File: src/rtl/cpu_pkg.sv
// Shared types and constants for the ID/EX stage.
//   XLEN / CTRL_W / REG_AW : datapath, ALU-control and register-address widths
//   ALU control codes      : encodings driven on ALU_Control
//   sel_a_e / sel_b_e      : operand source selectors
//   id_ex_t                : one held decoded instruction
package cpu_pkg;

  localparam int unsigned XLEN   = 32;
  localparam int unsigned CTRL_W = 6;
  localparam int unsigned REG_AW = 5;

  localparam logic [CTRL_W-1:0] AluAdd = 6'h00;
  localparam logic [CTRL_W-1:0] AluSub = 6'h01;
  localparam logic [CTRL_W-1:0] AluAnd = 6'h02;
  localparam logic [CTRL_W-1:0] AluOr  = 6'h03;
  localparam logic [CTRL_W-1:0] AluXor = 6'h04;
  localparam logic [CTRL_W-1:0] AluSll = 6'h05;
  localparam logic [CTRL_W-1:0] AluSrl = 6'h06;
  localparam logic [CTRL_W-1:0] AluSra = 6'h07;

  typedef enum logic [1:0] {
    SelARs1  = 2'd0,
    SelAPc   = 2'd1,
    SelAZero = 2'd2,
    SelARsvd = 2'd3  // treated as zero
  } sel_a_e;

  typedef enum logic {
    SelBRs2 = 1'b0,
    SelBImm = 1'b1
  } sel_b_e;

  typedef struct packed {
    logic [CTRL_W-1:0] alu_ctrl;
    logic [REG_AW-1:0] rs1;
    logic [REG_AW-1:0] rs2;
    logic [XLEN-1:0]   rs1_data;
    logic [XLEN-1:0]   rs2_data;
    logic [XLEN-1:0]   imm;
    logic [XLEN-1:0]   pc;
    sel_a_e            sel_a;
    sel_b_e            sel_b;
    logic [REG_AW-1:0] rd;
    logic              reg_write;
  } id_ex_t;

endpackage

File: src/rtl/fwd_unit.sv
// Combinational priority forwarding mux for one source register.
//   rs_addr_i / rs_data_i : held source address and its stored value
//   exmem_*_i             : EX/MEM bus (highest priority)
//   memwb_*_i             : MEM/WB bus
//   fwd_data_o            : freshest value of the source register
module fwd_unit
  import cpu_pkg::*;
(
  input  logic [REG_AW-1:0] rs_addr_i,
  input  logic [XLEN-1:0]   rs_data_i,
  input  logic              exmem_reg_write_i,
  input  logic [REG_AW-1:0] exmem_rd_i,
  input  logic [XLEN-1:0]   exmem_result_i,
  input  logic              memwb_reg_write_i,
  input  logic [REG_AW-1:0] memwb_rd_i,
  input  logic [XLEN-1:0]   memwb_data_i,
  output logic [XLEN-1:0]   fwd_data_o
);

  logic rs_nonzero;
  assign rs_nonzero = (rs_addr_i != '0);

  always_comb begin
    fwd_data_o = rs_data_i;
    if (exmem_reg_write_i && (exmem_rd_i == rs_addr_i) && rs_nonzero) begin
      fwd_data_o = exmem_result_i;
    end else if (memwb_reg_write_i && (memwb_rd_i == rs_addr_i) && rs_nonzero) begin
      fwd_data_o = memwb_data_i;
    end
  end

endmodule

File: src/rtl/id_ex_stage.sv
// ID/EX pipeline register with operand forwarding, feeding the ALU.
//   clock/reset            : rising-edge clock, async active-high reset
//   in_* / in_valid/ready  : decoded instruction and its handshake
//   flush                  : squash held and incoming instruction
//   exmem_* / memwb_*      : forwarding buses from later stages
//   out_valid / out_ready  : handshake toward EX
//   ALU_Control, operand_A, operand_B : ALU inputs (zero on a bubble)
//   out_store_data, out_rd_addr, out_reg_write : passed downstream
module id_ex_stage
  import cpu_pkg::*;
(
  input  logic              clock,
  input  logic              reset,
  input  logic              in_valid,
  output logic              in_ready,
  input  logic [CTRL_W-1:0] in_alu_control,
  input  logic [REG_AW-1:0] in_rs1_addr,
  input  logic [REG_AW-1:0] in_rs2_addr,
  input  logic [XLEN-1:0]   in_rs1_data,
  input  logic [XLEN-1:0]   in_rs2_data,
  input  logic [XLEN-1:0]   in_imm,
  input  logic [XLEN-1:0]   in_pc,
  input  logic [1:0]        in_sel_a,
  input  logic              in_sel_b,
  input  logic [REG_AW-1:0] in_rd_addr,
  input  logic              in_reg_write,
  input  logic              flush,
  input  logic              exmem_reg_write,
  input  logic [REG_AW-1:0] exmem_rd,
  input  logic [XLEN-1:0]   exmem_result,
  input  logic              memwb_reg_write,
  input  logic [REG_AW-1:0] memwb_rd,
  input  logic [XLEN-1:0]   memwb_data,
  output logic              out_valid,
  input  logic              out_ready,
  output logic [CTRL_W-1:0] ALU_Control,
  output logic [XLEN-1:0]   operand_A,
  output logic [XLEN-1:0]   operand_B,
  output logic [XLEN-1:0]   out_store_data,
  output logic [REG_AW-1:0] out_rd_addr,
  output logic              out_reg_write
);

  logic            valid_q, valid_d;
  id_ex_t          entry_q, entry_d;
  logic            capture;
  logic [XLEN-1:0] src1, src2;

  assign in_ready = ~reset & (~valid_q | out_ready);
  assign capture  = in_valid & in_ready;

  always_comb begin
    valid_d = valid_q;
    entry_d = entry_q;
    if (flush) begin
      valid_d           = 1'b0;
      entry_d.reg_write = 1'b0;
    end else if (capture) begin
      valid_d            = 1'b1;
      entry_d.alu_ctrl   = in_alu_control;
      entry_d.rs1        = in_rs1_addr;
      entry_d.rs2        = in_rs2_addr;
      entry_d.rs1_data   = in_rs1_data;
      entry_d.rs2_data   = in_rs2_data;
      entry_d.imm        = in_imm;
      entry_d.pc         = in_pc;
      entry_d.sel_a      = sel_a_e'(in_sel_a);
      entry_d.sel_b      = sel_b_e'(in_sel_b);
      entry_d.rd         = in_rd_addr;
      entry_d.reg_write  = in_reg_write;
    end else if (valid_q && out_ready) begin
      valid_d = 1'b0;
    end else if (valid_q) begin
      // Stalled: a value retiring on MEM/WB now will be gone by the time we
      // are consumed, so fold it into the stored operand.
      if (memwb_reg_write && (memwb_rd == entry_q.rs1) && (entry_q.rs1 != '0)) begin
        entry_d.rs1_data = memwb_data;
      end
      if (memwb_reg_write && (memwb_rd == entry_q.rs2) && (entry_q.rs2 != '0)) begin
        entry_d.rs2_data = memwb_data;
      end
    end
  end

  always_ff @(posedge clock or posedge reset) begin
    if (reset) begin
      valid_q <= 1'b0;
      entry_q <= '0;
    end else begin
      valid_q <= valid_d;
      entry_q <= entry_d;
    end
  end

  fwd_unit u_fwd_rs1 (
    .rs_addr_i         (entry_q.rs1),
    .rs_data_i         (entry_q.rs1_data),
    .exmem_reg_write_i (exmem_reg_write),
    .exmem_rd_i        (exmem_rd),
    .exmem_result_i    (exmem_result),
    .memwb_reg_write_i (memwb_reg_write),
    .memwb_rd_i        (memwb_rd),
    .memwb_data_i      (memwb_data),
    .fwd_data_o        (src1)
  );

  fwd_unit u_fwd_rs2 (
    .rs_addr_i         (entry_q.rs2),
    .rs_data_i         (entry_q.rs2_data),
    .exmem_reg_write_i (exmem_reg_write),
    .exmem_rd_i        (exmem_rd),
    .exmem_result_i    (exmem_result),
    .memwb_reg_write_i (memwb_reg_write),
    .memwb_rd_i        (memwb_rd),
    .memwb_data_i      (memwb_data),
    .fwd_data_o        (src2)
  );

  always_comb begin
    ALU_Control    = '0;
    operand_A      = '0;
    operand_B      = '0;
    out_store_data = '0;
    if (valid_q) begin
      ALU_Control    = entry_q.alu_ctrl;
      out_store_data = src2;
      unique case (entry_q.sel_a)
        SelARs1:            operand_A = src1;
        SelAPc:             operand_A = entry_q.pc;
        SelAZero, SelARsvd: operand_A = '0;
      endcase
      operand_B = (entry_q.sel_b == SelBImm) ? entry_q.imm : src2;
    end
  end

  assign out_valid     = valid_q;
  assign out_rd_addr   = entry_q.rd;
  assign out_reg_write = entry_q.reg_write;

endmodule
File: config.mk
export PLATFORM = sky130hd
export DESIGN_NAME = id_ex_stage
export DESIGN_NICKNAME = d
export VERILOG_FILES = /design/src/rtl/cpu_pkg.sv /design/src/rtl/fwd_unit.sv /design/src/rtl/id_ex_stage.sv
export SDC_FILE = /design/constraint.sdc
export NUM_CORES = 1
export LEC_CHECK = 0
export ABC_CLOCK_PERIOD_IN_PS = 5790
export CORE_ASPECT_RATIO = 1.1
export CORE_UTILIZATION = 46
export DETAILED_ROUTE_END_ITERATION = 8
export GPL_TIMING_DRIVEN = 0
export PLACE_DENSITY = 0.82
export SLEW_MARGIN = 20
export SYNTH_ARGS = -nofsm -noshare
export SYNTH_HDL_FRONTEND = slang
export SYNTH_SLANG_ARGS = --single-unit
File: constraint.sdc
create_clock -name clock -period 5.79 [get_ports clock]
set_clock_uncertainty 0.05 [all_clocks]
set_input_delay 0.8685 -clock clock [delete_from_list [all_inputs] [get_ports clock]]
set_output_delay 0.8685 -clock clock [all_outputs]
set_load 0.1 [all_outputs]
* Word level (Yosys, flattened, before mapping)
Cells that the tools add are included.
** Storage, ports and cells
- Register bits :: 154
- Output and inout bits :: 110
** Operators by class
- Equal/unequal tests :: 8
- Multiplexer cells :: 18
- Bitwise logic cells :: 6
- Reductions and logical operators :: 18
** Operator list (count)
- 32-bit two-way mux :: 8
- 64-bit two-way mux :: 3
- 32-bit one-hot mux with 3 select lines :: 1
- 5-bit equality test :: 4
- 5-bit nonzero test :: 2
- 1-bit logical AND :: 9
- 6-bit two-way mux :: 1
- 1-bit two-way mux :: 5
- 2-bit equality test, second input constant :: 2
- 2-bit nonzero test :: 2
- 1-bit inverter :: 3
- 3-bit AND reduction :: 1
- 3-bit nonzero test :: 1
- 1-bit AND :: 2
- 2-bit by 1-bit equality test with 1-bit output, second input constant :: 1
- 2-bit zero test :: 1
- 2-bit inequality test, second input constant :: 1
- 2-bit AND reduction :: 1
- 2-bit OR reduction :: 1
- 1-bit OR :: 1

* Longest topological paths before layout
Gate-level depths: netlist of run 1.
- Depth after elaboration :: 7
- Gate-level depth with buffers :: 8
- Depth with buffers taken out :: 6

* Hierarchy
A second synthesis of run 1 with hierarchy kept.
** Unflattened totals
- Cells, all modules :: 1020
- Area, all modules :: 9994.6 µm²
** Modules (own cells, without submodules)
- id_ex_stage :: instances 1, cells an instance 624, area each 7687.4 µm², seq. area each 3853.7 µm²
- fwd_unit :: instances 2, cells an instance 198, area each 1153.6 µm², seq. area each 0.0 µm²

* Least setup slack after synthesis of run 1
No wires, ideal clock.
- Path kind :: input -> register
- From :: input port reset
- To :: register entry_q[24] (netlist bit)
- Arrival :: 5927 ps
- Setup slack :: -312 ps
- Cell stages on the path :: 6
- Cell sequence :: inv_1 > nand3_1 > nor2_1 > buf_2 > buf_2 > mux2_2
** Between the ends
- Word-level cells in the longest chain between the ends :: 4
** RTL lines
- start: declaration :: RTL line id_ex_stage.sv:13 : input logic reset,
- 1-bit inverter :: RTL line id_ex_stage.sv:49 : assign in_ready = ~reset & (~valid_q | out_ready);
- 1-bit AND :: RTL line id_ex_stage.sv:49
- 1-bit AND :: RTL line id_ex_stage.sv:50 : assign capture = in_valid & in_ready;
- 2-bit AND reduction (no source line)
- end signal: assignment :: RTL line id_ex_stage.sv:91 : entry_q <= entry_d;
- end: declaration :: RTL line id_ex_stage.sv:45 : id_ex_t entry_q, entry_d;
No other way between the ends.
A chain may end at the register's enable or synchronous reset.

* Final worst setup path of run 1
- From :: input port memwb_rd[3]
- To :: output port out_store_data[19]
** Between the ends
- Word-level cells in the longest chain between the ends :: 6
** RTL lines
- start: declaration :: RTL line id_ex_stage.sv:32 : input logic [REG_AW-1:0] memwb_rd,
- 5-bit equality test :: RTL line fwd_unit.sv:27 : end else if (memwb_reg_write_i && (memwb_rd_i == rs_addr_i) && rs_nonzero) begin
- 1-bit logical AND (2 in a row) :: RTL line fwd_unit.sv:27
- 32-bit two-way mux
- 32-bit two-way mux :: RTL line fwd_unit.sv:25 : if (exmem_reg_write_i && (exmem_rd_i == rs_addr_i) && rs_nonzero) begin
- 32-bit two-way mux :: RTL line id_ex_stage.sv:124 : if (valid_q) begin
- end: declaration :: RTL line id_ex_stage.sv:39 : output logic [XLEN-1:0] out_store_data,
No other way between the ends.

==> results_dict.tcl, run 1 <==
set metrics [dict create \
    dieArea_sq_um 21400 \
    h-tree-depth 4 \
    cts_tree "done" \
    min_period_ns 5.02 \
    gr-usage-met1_pct 41.9 \
    clock_power_share_pct 27.0 \
    ant_nets 0 \
    cts_buffer_depth 2 \
    p_comb_share_pct 37.4 \
    cp-end-kind "primary output" \
    drv_slew 0 \
    fin_crit_sh_pct 86.7 \
    setup_ws_ns 0.768 \
    drv_cap 0 \
    yosys.cell_types.count 39 \
    power_density_nw_per_um2 305 \
    synth_seq_area_share_pct 40.3 \
    antenna_found_initial 4 \
    grt_max_degree 34 \
    cts.repair.resized 0 \
    worstMarginPinSlew_ns 1.04 \
    synth_nets 1137 \
    worstSetupPathType "input port to primary output" \
    syn-instance-count 903 \
    dp_hpwl_microns 27200 \
    seq_power_share_pct 35.7 \
    dp_slack_ns 0.766 \
    fin_util_pct 69.6 \
    initial_utilization_pct 47.5 \
    hp-class "flop to flop" \
    grt_pass1_vias 9641 \
    grt_pass1_wl_microns 55400 \
    drt_pass1_iterations 5 \
    ys_warn_count 0 \
    clk_latency_ns 0.43 \
    die_width_microns 139 \
    finalSetupTns_ns 0 \
    die_h_microns 153 \
    max_freq_mhz 199 \
    ys_ff_latch 154 \
    worstPathRequired_ns 4.87 \
    drc 0 \
    p_sw_mw 1.67 \
    wl_microns 36000 \
    rows 54 \
    gr-total-overflow 0 \
    fin_nets 1504 \
    vias 9137 \
    relSlewSlack_pct 30.2 \
    synth_area_per_cell_sq_um 10.6 \
    netlist_area_sq_um 9560 \
    hold_violations 0 \
    multi_input_area_sq_um 5050 \
    root_buffer "clkbuf_16" \
    drtIter0Drc 553 \
    syn2layout_area_growth_pct 46.5 \
    path_clk_slew_ns 0.07 \
    met3_usage_pct 7.24 \
    nFillCells 1567 \
    rsz0062_at_grt "false" \
    finalPower_mw 4.28 \
    status "finished, final reports clean" \
    internal-power_mw 2.61 \
    grt_most_used_layer "met2" \
    cts_hold_buf 0 \
    postCtsSetupRepairBufs 0 \
    cp-start-kind "input port" \
    cellLeakagePower_nw 5.11 \
    whs_ns 0.451 \
    gp_congestion 0.883 \
    arrival_ns 4.10 \
    cts-buffers-inserted 17 \
    cp_max_fo 10 \
    regArea_sq_um 3850 \
    vdd_drop_max_mv 0.214 \
    setup_viol 0 \
    wire_per_inst_microns 23.4 \
    p_sw_share_pct 39.0 \
    vias_per_cell 5.94 \
    io_pins 344 \
    core-area_sq_um 20100 \
    met2_usage_pct 56.7 \
    gr-usage-all-layers_pct 34.3 \
    io_buffers 343 \
    drive_gt1_share_pct 18.4 \
    clkSinkCount 154 \
]
-- synth_stat cells (all sizes together) --
library cell    n  area, sq um
mux2           87          980
nand3b         31          233
nand3          97          485
nand2         105          402
nand2b          3         18.8
dfrtp         154         3850
mux2i          64         1010
xnor2          16          140
and3            1         6.26
inv            35          131
o21ai          33          165
a21o            1         7.51
buf            44          360
or4             3         26.3
nor3            2         26.3
clkbuf         44          165
nor2            5         21.3
o221ai         64          754
o211ai         64          490
nand4           4         25.0
and2            7         43.8
nor4            1         6.26
nor2b           1         6.26
xor2            4         35.0
a21oi          33          173
-- layout make-up --
type,count,share of cell area (%)
multi-input combinational,626,36.1
sequential,154,27.5
timing repair buffer,348,25.2
buffer,88,3.75
clock buffer,18,3.13
tap,252,2.25
clock inverter,14,1.06
inverter,35,0.964
antenna,4,0.0714
-- per-layer routing --
metal	vias up	share of wire, %
met5	-	0
met4	0	5.2
met3	111	7.9
met2	479	48
met1	4474	39
li1	4073	-
-- layout by cell type (no fill, tap or decap), types with 7 or more instances in the layout --
cell and instances:
a21oi_1 31, and2_1 7, buf_12 8, buf_2 18, buf_4 7, buf_6 13, clkbuf_1 44, clkbuf_16 17
clkdlybuf4s50_1 343, dfrtp_1 154, inv_1 34, inv_6 7, mux2_2 87, mux2i_1 34, mux2i_4 29, nand2_1 104
nand3_1 97, nand3b_1 31, o211ai_1 62, o21ai_0 31, o221ai_1 33, o221ai_2 31, xnor2_1 16
-- worst paths after layout --
check	from	end	slack (ns)	depth (start not counted)
max	memwb_rd[3]	out_store_data[19]	0.77	8
min in group asynchronous	reset	entry_q[138]	0.80	2
max reg2reg	out_valid	entry_q[28]	2.99	6
min	entry_q[73]	entry_q[73]	0.45	2
max in group asynchronous	reset	entry_q[25]	3.91	5
min reg2reg	entry_q[73]	entry_q[73]	0.45	2
-- registers in the layout, summed over array words and instances, names as in the netlist --
signal	flops
out_reg_write	1
out_valid	1
entry_q	147
out_rd_addr	5
-- power by group through the flow --
stage | registers, mW | clock network, mW | logic, mW
after floorplan | 1.50 | 0 | 1.13
after detailed placement | 1.54 | 0 | 1.59
after global placement | 1.52 | 0 | 1.55
after global routing | 1.56 | 1.20 | 1.69
final | 1.53 | 1.15 | 1.60
after CTS | 1.52 | 1.17 | 1.60
-- critical path, stage by stage --
cell	delay [ns]
clkdlybuf4s50_1	0.52
xnor2_1	0.13
nand4_1	0.15
nor3_4	0.52
buf_12	0.28
mux2i_4	0.10
a21oi_1	0.30
clkdlybuf4s50_1	1.20
-- cell families after synthesis --
logic type,synth area share (%)
buf+inv,6.87
simple gates,13.6
compound gates,16.6
mux,20.8
xor+xnor,1.83
flops,40.3
-- through the flow --
stage / instances / area (sq um)
6_report: 1539 / 14000
2_1_floorplan: 903 / 9570
4_1_cts: 1535 / 14000
5_1_grt: 1538 / 14000
3_3_place_gp: 1498 / 13300
3_5_place_dp: 1503 / 13400
No activity file was read; power rests on OpenSTA's default activity.
==> inputs of run 2 (changes only) <==
TNS_END_PERCENT = 100   (was not set)
==> results of run 2 <==
No change in the layout: final DEF, timing and power equal those of run 1.
